## config.mk

```make
export PLATFORM = sky130hd
export DESIGN_NAME = adc_result_reader
export DESIGN_NICKNAME = d
export VERILOG_FILES = /design/src/rtl/adc_result_reader.sv
export SDC_FILE = /design/constraint.sdc
export NUM_CORES = 1
export LEC_CHECK = 0
export ABC_AREA = 0
export CAP_MARGIN = 20
export CORE_UTILIZATION = 50
export DETAILED_ROUTE_END_ITERATION = 10
export PLACE_DENSITY = 0.74
export SYNTH_ARGS = -nofsm -noshare
export SYNTH_HDL_FRONTEND = slang
export SYNTH_SLANG_ARGS = --single-unit
```

## constraint.sdc

```tcl
create_clock -name clk -period 5.3 [get_ports clk]
set_clock_uncertainty 0.2 [all_clocks]
set_input_delay 1.325 -clock clk [delete_from_list [all_inputs] [get_ports clk]]
set_output_delay 1.325 -clock clk [all_outputs]
set_load 0.02 [all_outputs]
```

## src/rtl/adc_result_reader.sv

```systemverilog
`default_nettype none
// ============================================================================
//  Module   : adc_result_reader
//  Purpose  : Captures SAR conversion results on the rising edge of the
//             conversion-done strobe and buffers them in a first-word-fall-
//             through FIFO. Results that arrive while the FIFO is full and
//             not being read are dropped and counted.
//  Revision : 1.0  initial release
// ============================================================================
module adc_result_reader #(
  parameter int RESULT_BITS = 12,
  parameter int FIFO_DEPTH  = 4    // power of two, 2..16
) (
  input  logic                          clk,
  input  logic                          rst,
  input  logic                          conv_finished_strobe_in,
  input  logic [RESULT_BITS-1:0]        result_in,
  input  logic                          rd_ready_in,
  input  logic                          clear_overflow_in,
  output logic [RESULT_BITS-1:0]        data_out,
  output logic                          data_valid_out,
  output logic [$clog2(FIFO_DEPTH):0]   level_out,
  output logic                          overflow_out,
  output logic [7:0]                    drop_count_out
);

  localparam int PTR_BITS = $clog2(FIFO_DEPTH);
  localparam int LVL_BITS = PTR_BITS + 1;
  localparam logic [LVL_BITS-1:0] LEVEL_FULL = LVL_BITS'(FIFO_DEPTH);
  localparam logic [7:0]          DROP_MAX   = 8'hFF;

  // --------------------------------------------------------------------------
  // State
  // --------------------------------------------------------------------------
  logic [RESULT_BITS-1:0] mem [FIFO_DEPTH];
  logic [PTR_BITS-1:0]    wr_ptr;
  logic [PTR_BITS-1:0]    rd_ptr;
  logic [LVL_BITS-1:0]    level;
  logic                   strobe_d;
  logic                   overflow;
  logic [7:0]             drop_count;

  // --------------------------------------------------------------------------
  // Control decode
  // --------------------------------------------------------------------------
  logic capture;   // rising edge of the conversion-done strobe
  logic full;
  logic pop;
  logic push_ok;   // capture that is written into storage
  logic drop;      // capture that is discarded

  // Edge detect, FIFO handshake and drop decision
  always_comb begin
    capture = conv_finished_strobe_in & ~strobe_d;
    full    = (level == LEVEL_FULL);
    pop     = data_valid_out & rd_ready_in;
    // When full, a same-cycle pop frees the head slot, so the push still fits.
    push_ok = capture & (~full | pop);
    drop    = capture & full & ~pop;
  end

  // Strobe delay register; cleared by reset so a strobe already high at
  // deassertion is seen as a fresh edge on the first clock.
  always_ff @(posedge clk or posedge rst) begin
    if (rst) begin
      strobe_d <= 1'b0;
    end else begin
      strobe_d <= conv_finished_strobe_in;
    end
  end

  // Result storage; contents are don't-care until covered by the level count
  always_ff @(posedge clk) begin
    if (push_ok) begin
      mem[wr_ptr] <= result_in;
    end
  end

  // Pointers wrap naturally because FIFO_DEPTH is a power of two
  always_ff @(posedge clk or posedge rst) begin
    if (rst) begin
      wr_ptr <= '0;
      rd_ptr <= '0;
    end else begin
      if (push_ok) begin
        wr_ptr <= wr_ptr + PTR_BITS'(1);
      end
      if (pop) begin
        rd_ptr <= rd_ptr + PTR_BITS'(1);
      end
    end
  end

  // Occupancy: simultaneous push and pop leave it unchanged
  always_ff @(posedge clk or posedge rst) begin
    if (rst) begin
      level <= '0;
    end else begin
      case ({push_ok, pop})
        2'b10:   level <= level + LVL_BITS'(1);
        2'b01:   level <= level - LVL_BITS'(1);
        default: level <= level;
      endcase
    end
  end

  // Sticky overflow flag; a drop in the same cycle as a clear wins
  always_ff @(posedge clk or posedge rst) begin
    if (rst) begin
      overflow <= 1'b0;
    end else if (drop) begin
      overflow <= 1'b1;
    end else if (clear_overflow_in) begin
      overflow <= 1'b0;
    end
  end

  // Saturating drop counter; a clear coinciding with a drop restarts at one
  always_ff @(posedge clk or posedge rst) begin
    if (rst) begin
      drop_count <= 8'd0;
    end else if (clear_overflow_in) begin
      drop_count <= drop ? 8'd1 : 8'd0;
    end else if (drop && (drop_count != DROP_MAX)) begin
      drop_count <= drop_count + 8'd1;
    end
  end

  // Outputs; the head word is gated so data_out reads zero whenever empty,
  // including immediately on reset.
  always_comb begin
    data_valid_out = (level != '0);
    data_out       = data_valid_out ? mem[rd_ptr] : '0;
    level_out      = level;
    overflow_out   = overflow;
    drop_count_out = drop_count;
  end

endmodule
`default_nettype wire

```

# Word-level counts from Yosys, hierarchy flattened
# Memories as Yosys holds them, arrays and structs flattened.
# Index checks and enable logic that the tools add are counted.
dict set report totals {
  register_bits 17
  mem_bits_rw 48
  n_memories 1
}
dict set report op_classes {
  add_sub_neg 5
  eq_ne 4
  mux 9
  n_bitwise 9
  n_reduce_logical 5
}
# memory words word_bits read_ports rd_ports_with_merged_regs write_ports line
set memory_table {}
lappend memory_table {mem 4 12 1 0 1 35} ;# logic [RESULT_BITS-1:0] mem [FIFO_DEPTH];
# op n
set ops {}
lappend ops {{8-bit 2-to-1 mux} 2}
lappend ops {{12-bit 2-to-1 mux} 1}
lappend ops {{8-bit by 1-bit adder with 8-bit output (second input constant)} 1}
lappend ops {{8-bit != test (second input constant)} 1}
lappend ops {{3-bit one-hot mux with 2 select lines} 1}
lappend ops {{2-bit nonzero test} 3}
lappend ops {{1-bit AND} 5}
lappend ops {{1-bit 2-to-1 mux} 5}
lappend ops {{2-bit by 1-bit adder with 2-bit output (second input constant)} 2}
lappend ops {{3-bit by 1-bit adder with 3-bit output (second input constant)} 1}
lappend ops {{3-bit == test (second input constant)} 1}
lappend ops {{1-bit inverter} 3}
lappend ops {{3-bit nonzero test} 1}
lappend ops {{3-bit by 1-bit subtractor with 3-bit output (second input constant)} 1}
lappend ops {{2-bit by 1-bit == test with 1-bit output (second input constant)} 1}
lappend ops {{2-bit == test (second input constant)} 1}
lappend ops {{1-bit logical AND} 1}
lappend ops {{1-bit bitwise OR} 1}

# Logic depth before layout (Yosys ltp)
# Gate-level depths: netlist of run 1.
dict set report depth {
  ltp_word 7
  depth_mapped 10
  depth_no_buf 7
}

# Least setup slack after synthesis of run 1
# OpenSTA, ideal clock, no wires.
dict set report synth_timing {
  path_kind {register to output}
  from {register level[0], in the netlist level_out[0]}
  to {output data_out[10]}
  t_arrival_ps 1592
  required_ps 3775
  slack_ps 2183
  path_stages_with_launch 6
  cell_sequence {dfrtp_1 buf_6 or3_1 clkbuf_1 clkbuf_1 and2_1}
}
dict set report synth_between {
  elab_chain_len 2
}
# element line
set synth_lines {}
lappend synth_lines {{from (decl)} 38} ;# logic [LVL_BITS-1:0] level;
lappend synth_lines {{from (signal assigned)} 100} ;# 2'b10: level <= level + LVL_BITS'(1);
lappend synth_lines {{from (signal assigned)} 101} ;# 2'b01: level <= level - LVL_BITS'(1);
lappend synth_lines {{from (signal assigned)} 102} ;# default: level <= level;
lappend synth_lines {{3-bit nonzero test} 132} ;# data_valid_out = (level != '0);
lappend synth_lines {{net data_valid_out} 21} ;# output logic data_valid_out,
lappend synth_lines {{12-bit 2-to-1 mux} 133} ;# data_out = data_valid_out ? mem[rd_ptr] : '0;
lappend synth_lines {{to (decl)} 20} ;# output logic [RESULT_BITS-1:0] data_out,
# The timed path passes the listed nets, and every way through them passes these cells.

# Worst setup path after layout of run 1
dict set report layout_timing {
  from {register rd_ptr[0]}
  to {output data_out[7]}
}
dict set report layout_between {
  elab_chain_len 2
}
# element line
set layout_lines {}
lappend layout_lines {{from (decl)} 37} ;# logic [PTR_BITS-1:0] rd_ptr;
lappend layout_lines {{from (signal assigned)} 89} ;# rd_ptr <= rd_ptr + PTR_BITS'(1);
lappend layout_lines {{memory 4 x 12 bit} -}
lappend layout_lines {{12-bit 2-to-1 mux} 133}
# No other way between the ends.

==> results.py, run 1 <==
metrics = {
    "grt": {
        "grt_pass1_vias": 1625,
        "grt_start_max_net_pins": 18,
        "grtUsageTotal_pct": 18.9,
        "antenna_found_initial": 0,
        "overflow": 0,
        "grt_pass1_wl_microns": 8110,
    },
    "routing": {
        "vias": 1713,
        "detail_route.first_pass.iterations": 4,
        "top_layer_used": "met4",
        "viasPerCell": 5.53,
        "route.detailed.drc": 0,
        "drt.antenna.violating_nets": 0,
        "totalWireLength_microns": 5030,
        "drt_iter0_markers": 169,
        "wire_per_inst_microns": 16.2,
        "wl_met1_microns": 2190,
        "routed-wl-met3_microns": 279,
        "met2_length_microns": 2500,
    },
    "sta": {
        "hold_viol_final": 0,
        "post-route-period-util_pct": 76.8,
        "finalSetupTns_ps": 0,
        "period_minus_slack_ps": 4070,
        "fmax_mhz": 246,
        "rsz0062_at_grt": "no",
        "slew_viol_final": 0,
        "tightestPinTransition_ps": 870,
        "hold_slack_ps": 318,
        "finalSetupViolCount": 0,
        "max-slew-margin-rel_pct": 42.0,
    },
    "cts": {
        "clock_path_buffers": 2,
        "h-tree-depth": 3,
        "ctsResizeCount": 0,
        "cts_tree": "yes",
        "path_clk_slew_ps": 70,
        "cts_root_buf": "clkbuf_8",
        "numClockSinks": 65,
        "post_cts_buffers": 0,
        "clk_latency_ps": 340,
        "ctsHoldBuffers": 0,
        "numCtsBuffers": 9,
    },
    "min_path": {
        "hold_path.startpoint": "drop_count_out[6]$_DFFE_PP0P_",
        "min_path_type": "reg2reg",
    },
    "logic_synthesis": {
        "synth-edff-count": 48,
        "ys_seq_area_share_pct": 65.0,
        "synth_top_area_cell": "edfxtp_1",
        "synthTopCellsByArea": "edfxtp_1 (50%), dfrtp_1 (15%), mux4_2 (9.4%)",
        "dominantRegCellSynth": "edfxtp_1",
        "syn-num-nets": 215,
        "post-synth-top-count-cell": "edfxtp_1",
        "ys_seq_elements": 65,
        "synth.avg_cell_area_sq_um": 15.0,
        "synthCells": 192,
        "synthArstFlopShare_pct": 26.2,
        "yosysTopAreaCellShare_pct": 50.2,
        "synth_cell_types": 39,
        "synthTopCellsByCount": "edfxtp_1 (48), dfrtp_1 (17), and2_1 (12), mux4_2 (12), nand2_1 (9)",
        "yosysWarningCount": 0,
        "syn_area_sq_um": 2870,
    },
    "die": {
        "rows": 27,
        "fp.dieArea_sq_um": 6050,
        "die_h_microns": 77.8,
        "coreArea_sq_um": 5510,
        "start_util_pct": 52.2,
        "io_pins": 42,
        "dieWidth_microns": 77.8,
    },
    "critical_path": {
        "path_class": "reg2out",
        "start_kind": "register",
        "path_max_fanout": 14,
        "cp.arrival_ps": 2540,
        "critPathMaxStageDelay_ps": 910,
        "endpoint_kind": "primary output",
        "cp_cell_sequence": "mux4_2 > and2_1 > clkdlybuf4s50_1",
        "reg2reg_from": "level_out[0]$_DFFE_PP0P_",
        "cp_data_required_time_ps": 3770,
        "cp-startpoint": "rd_ptr[0]$_DFFE_PP0P_",
        "slowest_stage": "dfrtp_1",
    },
    "pwr": {
        "comb_power_share_pct": 35.3,
        "powerDensity_nw_per_um2": 494,
        "switchingPower_mw": 0.569,
        "power.share.clock_pct": 23.5,
        "intPower_mw": 1.17,
        "p_leak_nw": 1.24,
        "netSwitchingFraction_pct": 32.8,
        "ir_drop_v": 0.000306,
        "seqPwrFrac_pct": 41.2,
        "power_mw": 1.73,
    },
    "status": {
        "status": "finished clean",
    },
    "finish": {
        "num-nets-final": 256,
        "drive_above_1_share_pct": 12.6,
        "n_antenna_cell": 0,
        "finalNonFillerCells": 310,
        "syn2layout_area_growth_pct": 22.3,
    },
    "placement": {
        "place_congestion": 0.803,
        "place_hpwl_microns": 3230,
        "placed_cells": 294,
        "port_buffers": 41,
    },
    "job": {
        "maxCapViolations": 0,
    },
}
registers in the layout, indices dropped and copies added, names as in the netlist:
| signal | flops |
|---|---|
| mem | 48 |
| rd_ptr | 2 |
| wr_ptr | 2 |
| strobe_d | 1 |
| level_out | 3 |
| overflow_out | 1 |
| drop_count_out | 8 |
power groups by stage:
stage	sequential [mW]	clock, mW	combinational (mW)
after global routing	0.731	0.436	0.665
after CTS	0.718	0.417	0.621
after detailed placement	0.729	0	0.618
final	0.715	0.407	0.613
after floorplan	0.672	0	0.441
after global placement	0.725	0	0.612
through the flow:
step           utilization (%)  setup slack [ps]  instance area [sq um]
5_1_grt                   63.8              1060                   3510
2_1_floorplan                -              2180                   2870
3_3_place_gp              60.3              1560                   3320
4_1_cts                   63.8              1160                   3510
6_report                  63.8              1230                   3510
3_5_place_dp              60.3              1500                   3320
per-layer routing:
metal	vias up	GRT usage, %
li1	811	-
met5	-	0
met3	7	6.24
met2	54	27.9
met4	0	9.25
met1	841	25.1
final timing paths:
kind                       slack [ps]                             to  cells past startpoint
max in group asynchronous        3250          wr_ptr[1]$_DFFE_PP0P_                      2
setup / recovery                 1230                    data_out[7]                      3
hold / removal                    320  drop_count_out[6]$_DFFE_PP0P_                      1
hold reg to reg                   320  drop_count_out[6]$_DFFE_PP0P_                      1
min in group asynchronous        1200          wr_ptr[0]$_DFFE_PP0P_                      2
setup reg to reg                 2820       level_out[1]$_DFFE_PP0P_                      6
cell families after synthesis:
kind of cell,count (synthesis),share of synthesized area (%)
DFF,65,65.0
and+or+nand+nor,62,12.5
adders and majority gates,6,2.87
buffers and inverters,18,2.79
AOI/OAI and AO/OA,22,5.31
muxes,13,9.76
xor gates and xnor gates,6,1.83
worst max-delay path, delay by kind of cell, from the launching register on:
family | cells | cell delay [ps]
multiplexers | 1 | 600
buffers and inverters | 1 | 530
flip-flops | 1 | 910
AND/OR/NAND/NOR | 1 | 170
layout make-up:
cell class	instances	area [sq um]
fill	404	1990
sequential	65	1870
multi-input combinational	109	926
timing repair buffer	41	410
clock buffer	9	124
tap	72	90.1
clock inverter	7	68.8
inverter	7	26.3
placed cells by master, fill, tap and decap left out, types with 7 or more instances in the layout:
master	netlist	final
and2_1	12	12
nor2_1	8	8
inv_1	7	7
edfxtp_1	48	48
clkdlybuf4s50_1	0	41
clkbuf_8	0	9
dfrtp_1	17	17
and3_1	8	8
nand2_1	9	9
mux4_2	12	12
a21oi_1	8	8
nand3_1	7	7
(Power assumes the default switching activity.)
==> run 2: changes to the inputs <==
Settings changed: CORE_UTILIZATION 50 to 48, PLACE_DENSITY 0.74 to 0.75.
Clock period 5.3 ns to 3.7 ns, I/O delays scaled along.
==> run 2 against run 1 <==
Register-to-register slack got worse by 1500 ps. Count of clock-buffer cells in the layout increased by 2. First-iteration DRC count decreased by 25%. Non-clock buffer count increased by 4. Hold slack improved by 4.3 ps. Clock power increased by 73%.
==> results.py, run 2 (synthesis results as in run 1) <==
metrics = {
    "cts": {
        "ctsHoldBuffers": 0,
        "clock_path_buffers": 2,
        "ctsResizeCount": 0,
        "post_cts_buffers": 0,
        "numCtsBuffers": 9,
        "path_clk_slew_ps": 70,
        "cts_root_buf": "clkbuf_8",
        "clk_latency_ps": 330,
        "numClockSinks": 65,
        "cts_tree": "yes",
        "h-tree-depth": 3,
    },
    "routing": {
        "viasPerCell": 5.50,
        "drt_iter0_markers": 126,
        "drt.antenna.violating_nets": 0,
        "totalWireLength_microns": 5020,
        "wire_per_inst_microns": 16.0,
        "vias": 1727,
        "route.detailed.drc": 0,
        "detail_route.first_pass.iterations": 4,
    },
    "critical_path": {
        "cp_data_required_time_ps": 2570,
        "ff2ff_setup_slack_ps": 1300,
        "endpoint_kind": "primary output",
        "critPathMaxStageDelay_ps": 620,
        "path_class": "reg2out",
        "start_kind": "register",
        "slowest_stage": "or3_1",
        "cp_num_buf_inv": 1,
        "path_max_fanout": 16,
        "cp.arrival_ps": 2200,
        "cp_top_family": "simple AND/OR/NAND/NOR gates",
        "cp_cell_sequence": "or3_1 > and2_1 > clkdlybuf4s50_1",
    },
    "sta": {
        "post-route-period-util_pct": 89.8,
        "finalSetupViolCount": 0,
        "fmax_mhz": 301,
        "max-slew-margin-rel_pct": 54.2,
        "slew_viol_final": 0,
        "hold_slack_ps": 322,
        "hold_viol_final": 0,
        "rsz0062_at_grt": "no",
        "period_minus_slack_ps": 3320,
        "tightestPinTransition_ps": 687,
        "finalSetupTns_ps": 0,
    },
    "finish": {
        "largest_register_ffs": 48,
        "fillerInstances": 422,
        "drive_above_1_share_pct": 14.0,
        "n_antenna_cell": 0,
        "final_cell_mix": "edfxtp_1 (48), clkdlybuf4s50_1 (41), dfrtp_1 (17)",
        "finalInstanceArea_sq_um": 3580,
        "layout_commonest_cell": "edfxtp_1",
        "syn2layout_area_growth_pct": 24.8,
        "largest-register": "mem",
        "num-nets-final": 260,
    },
    "grt": {
        "overflow": 0,
        "grt_pass1_wl_microns": 8320,
        "antenna_found_initial": 0,
        "grt_pass1_vias": 1716,
        "grtUsageTotal_pct": 18.4,
        "grt_start_max_net_pins": 18,
    },
    "job": {
        "maxCapViolations": 0,
    },
    "die": {
        "rows": 27,
        "io_pins": 42,
        "fp.dieArea_sq_um": 6300,
        "start_util_pct": 50.9,
        "dieWidth_microns": 79.4,
        "coreArea_sq_um": 5640,
        "die_h_microns": 79.4,
    },
    "placement": {
        "place_congestion": 0.778,
        "port_buffers": 41,
        "place_hpwl_microns": 3290,
        "post_dp_cell_area_sq_um": 3350,
    },
    "status": {
        "status": "finished clean",
    },
    "min_path": {
        "min_path_type": "reg2reg",
    },
    "pwr": {
        "p_leak_nw": 1.28,
        "powerDensity_nw_per_um2": 727,
        "ir_drop_v": 0.000382,
    },
}
run 2: per-layer routing:
| metal | global-route usage [%] | vias to the layer above | wire length (microns) |
|---|---|---|---|
| li1 | - | 813 | - |
| met1 | 24.0 | 866 | 2210 |
| met2 | 28.7 | 42 | 2590 |
| met3 | 5.98 | 6 | 153 |
| met4 | 7.09 | 0 | 66 |
| met5 | 0 | - | 0 |
run 2: path summary, 6_finish.rpt:
| check | cells past startpoint | end | from |
|---|---|---|---|
| max | 3 | data_out[10] | level_out[0]$_DFFE_PP0P_ |
| min reg2reg | 1 | drop_count_out[6]$_DFFE_PP0P_ | drop_count_out[6]$_DFFE_PP0P_ |
| min in group asynchronous | 2 | level_out[1]$_DFFE_PP0P_ | rst |
| min | 1 | drop_count_out[6]$_DFFE_PP0P_ | drop_count_out[6]$_DFFE_PP0P_ |
| max reg2reg | 6 | level_out[1]$_DFFE_PP0P_ | level_out[0]$_DFFE_PP0P_ |
| max in group asynchronous | 2 | wr_ptr[0]$_DFFE_PP0P_ | rst |
run 2: stage by stage:
step	worst slack [ps]	total power, mW	instances	util (%)
CTS	338	2.64	314	63.5
global placement	715	1.92	298	59.4
finish	379	2.61	314	63.5
global route	251	2.74	314	63.5
detailed placement	703	1.93	298	59.4
floorplan	983	1.59	192	-
run 2: layout make-up:
type / instances / area (sq um) / share of cell area [%]
flip-flops and latches: 65 / 1870 / 52.1
multi-input cells: 109 / 926 / 25.8
repair buffers: 45 / 440 / 12.3
clock buffers: 11 / 131 / 3.66
clock inverters: 5 / 104 / 2.90
well taps: 72 / 90.1 / 2.51
inverters: 7 / 26.3 / 0.733
run 2: report_power, final:
| part | switching, mW | leakage (nW) | internal (mW) |
|---|---|---|---|
| Combinational | 0.441 | 0.511 | 0.485 |
| Sequential | 0.0907 | 0.657 | 0.885 |
| Clock | 0.256 | 0.118 | 0.448 |
| Total | 0.788 | 1.28 | 1.82 |
==> run 3: changes to the inputs <==
Settings changed: CORE_MARGIN from default to 5.
==> run 3 against run 2 <==
Combinational power is 2% higher. Non-clock buffer count is 1 lower. Worst setup slack worse by 78 ps. First-iteration DRC count is 21% lower. Global-route usage is 2.1 points lower. Total power is 1.8% lower. Final area is 0.80% lower. Critical path depth stayed put. Count of clock-buffer cells in the layout is 1 lower. Clock power is 9.1% lower. Fmax is 2.3% lower. Highest routed layer unchanged.
==> results.py, run 3 (synthesis results as in run 1) <==
metrics = {
    "routing": {
        "drt.antenna.violating_nets": 0,
        "route.detailed.drc": 0,
        "viasPerCell": 5.36,
        "wire_per_inst_microns": 16.5,
        "vias": 1695,
        "detail_route.first_pass.iterations": 4,
        "drt_iter0_markers": 99,
        "totalWireLength_microns": 5220,
    },
    "grt": {
        "grt_use_met1_pct": 20.0,
        "grtUsageTotal_pct": 16.3,
        "busiest_layer": "met2",
        "grt_start_max_net_pins": 18,
        "overflow": 0,
        "use_met3_pct": 5.77,
        "grt_pass1_wl_microns": 8950,
        "gr-usage-met2_pct": 24.9,
        "grt_pass1_vias": 1754,
        "antenna_found_initial": 0,
    },
    "pwr": {
        "powerDensity_nw_per_um2": 720,
        "p_leak_nw": 1.27,
        "switchingPower_mw": 0.811,
        "intPower_mw": 1.75,
        "seqPwrFrac_pct": 38.3,
        "power.share.clock_pct": 25.0,
        "comb_power_share_pct": 36.7,
        "ir_drop_v": 0.000407,
        "netSwitchingFraction_pct": 31.7,
    },
    "sta": {
        "finalSetupTns_ps": 0,
        "slew_viol_final": 0,
        "rsz0062_at_grt": "no",
        "post-route-period-util_pct": 91.9,
        "fin_ws_ps": 301,
        "max-slew-margin-rel_pct": 53.5,
        "finalSetupViolCount": 0,
        "tightestPinTransition_ps": 698,
        "fmax_mhz": 294,
        "hold_viol_final": 0,
        "period_minus_slack_ps": 3400,
    },
    "placement": {
        "place_hpwl_microns": 3520,
        "place_congestion": 0.835,
        "port_buffers": 41,
        "dp_slack_ps": 635,
    },
    "finish": {
        "largest-register": "mem",
        "n_antenna_cell": 0,
        "final_cell_mix": "edfxtp_1 (48), clkdlybuf4s50_1 (41), dfrtp_1 (17)",
        "drive_above_1_share_pct": 14.1,
        "layout_commonest_cell": "edfxtp_1",
        "syn2layout_area_growth_pct": 23.8,
        "largest_register_ffs": 48,
        "num-nets-final": 259,
    },
    "critical_path": {
        "endpoint_kind": "primary output",
        "path_max_fanout": 16,
        "cp_data_required_time_ps": 2570,
        "start_kind": "register",
        "path_class": "reg2out",
        "slowest_stage": "or3_1",
        "cp_cell_sequence": "or3_1 > and2_1 > clkdlybuf4s50_1",
        "cp.arrival_ps": 2270,
        "critPathMaxStageDelay_ps": 640,
    },
    "cts": {
        "path_clk_slew_ps": 80,
        "clock_path_buffers": 2,
        "post_cts_buffers": 0,
        "ctsResizeCount": 0,
        "cts_root_buf": "clkbuf_8",
        "cts_tree": "yes",
        "numClockSinks": 65,
        "ctsHoldBuffers": 0,
        "numCtsBuffers": 9,
        "h-tree-depth": 3,
        "clk_latency_ps": 340,
    },
    "status": {
        "status": "finished clean",
    },
    "min_path": {
        "min_path_type": "reg2reg",
    },
    "job": {
        "maxCapViolations": 0,
    },
    "die": {
        "dieWidth_microns": 87.4,
        "die_h_microns": 87.4,
        "coreArea_sq_um": 5890,
        "fp.dieArea_sq_um": 7630,
        "io_pins": 42,
        "rows": 28,
        "start_util_pct": 48.8,
    },
}
==> run 3: changes by cell type in the layout (fill, tap and decap cells not counted) <==
cell and change:
clkbuf_1 -1, clkinv_4 -1, buf_4 -1, clkinv_2 +2, clkinvlp_4 +1, bufinv_16 -1
==> run 3: final timing paths <==
path	to	depth (start not counted)	start	slack [ps]
worst min register to register	drop_count_out[6]$_DFFE_PP0P_	1	drop_count_out[6]$_DFFE_PP0P_	310
min in group asynchronous	drop_count_out[2]$_DFFE_PP0P_	2	rst	770
worst min-delay path	drop_count_out[6]$_DFFE_PP0P_	1	drop_count_out[6]$_DFFE_PP0P_	310
worst max register to register	level_out[1]$_DFFE_PP0P_	6	level_out[0]$_DFFE_PP0P_	1250
worst max-delay path	data_out[10]	3	level_out[0]$_DFFE_PP0P_	300
max in group asynchronous	strobe_d$_DFF_PP0_	2	rst	2080
==> run 3: final cells by class <==
type | count | area [sq um]
Clock buffer | 10 | 128
Clock inverter | 6 | 82.6
Fill cell | 463 | 2330
Inverter | 7 | 26.3
Multi-Input combinational cell | 109 | 926
Sequential cell | 65 | 1870
Tap cell | 75 | 93.8
Timing Repair Buffer | 44 | 433
==> run 3: per-stage QoR <==
step / total power [mW] / hold WS (ps) / instance area [sq um] / std cells / util [%]
after floorplan: 1.59 / 380 / 2870 / 192 / -
after global placement: 1.93 / 291 / 3350 / 300 / 56.8
after detailed placement: 1.95 / 295 / 3350 / 300 / 56.8
after CTS: 2.59 / 308 / 3560 / 316 / 60.4
after global routing: 2.72 / 357 / 3560 / 316 / 60.4
final: 2.56 / 313 / 3560 / 316 / 60.4
==> run 3: power groups by stage <==
stage,clock (mW),combinational (mW),sequential (mW)
6_report,0.640,0.940,0.979
5_1_grt,0.702,1.02,0.997
4_1_cts,0.654,0.958,0.981
3_5_place_dp,0,0.957,0.996
3_3_place_gp,0,0.933,0.992
2_1_floorplan,0,0.632,0.963
==> run 3: worst max-delay path: cells and delay by family, from the launching register on <==
kind                   cells  cell delay, ps
and+or+nand+nor            2             890
buffers and inverters      1             550
DFF                        1             490
==> run 3: per-layer routing <==
metal	wire length, microns	vias to the layer above
met1	2200	832
met4	130	0
li1	-	807
met5	0	-
met3	255	12
met2	2630	44
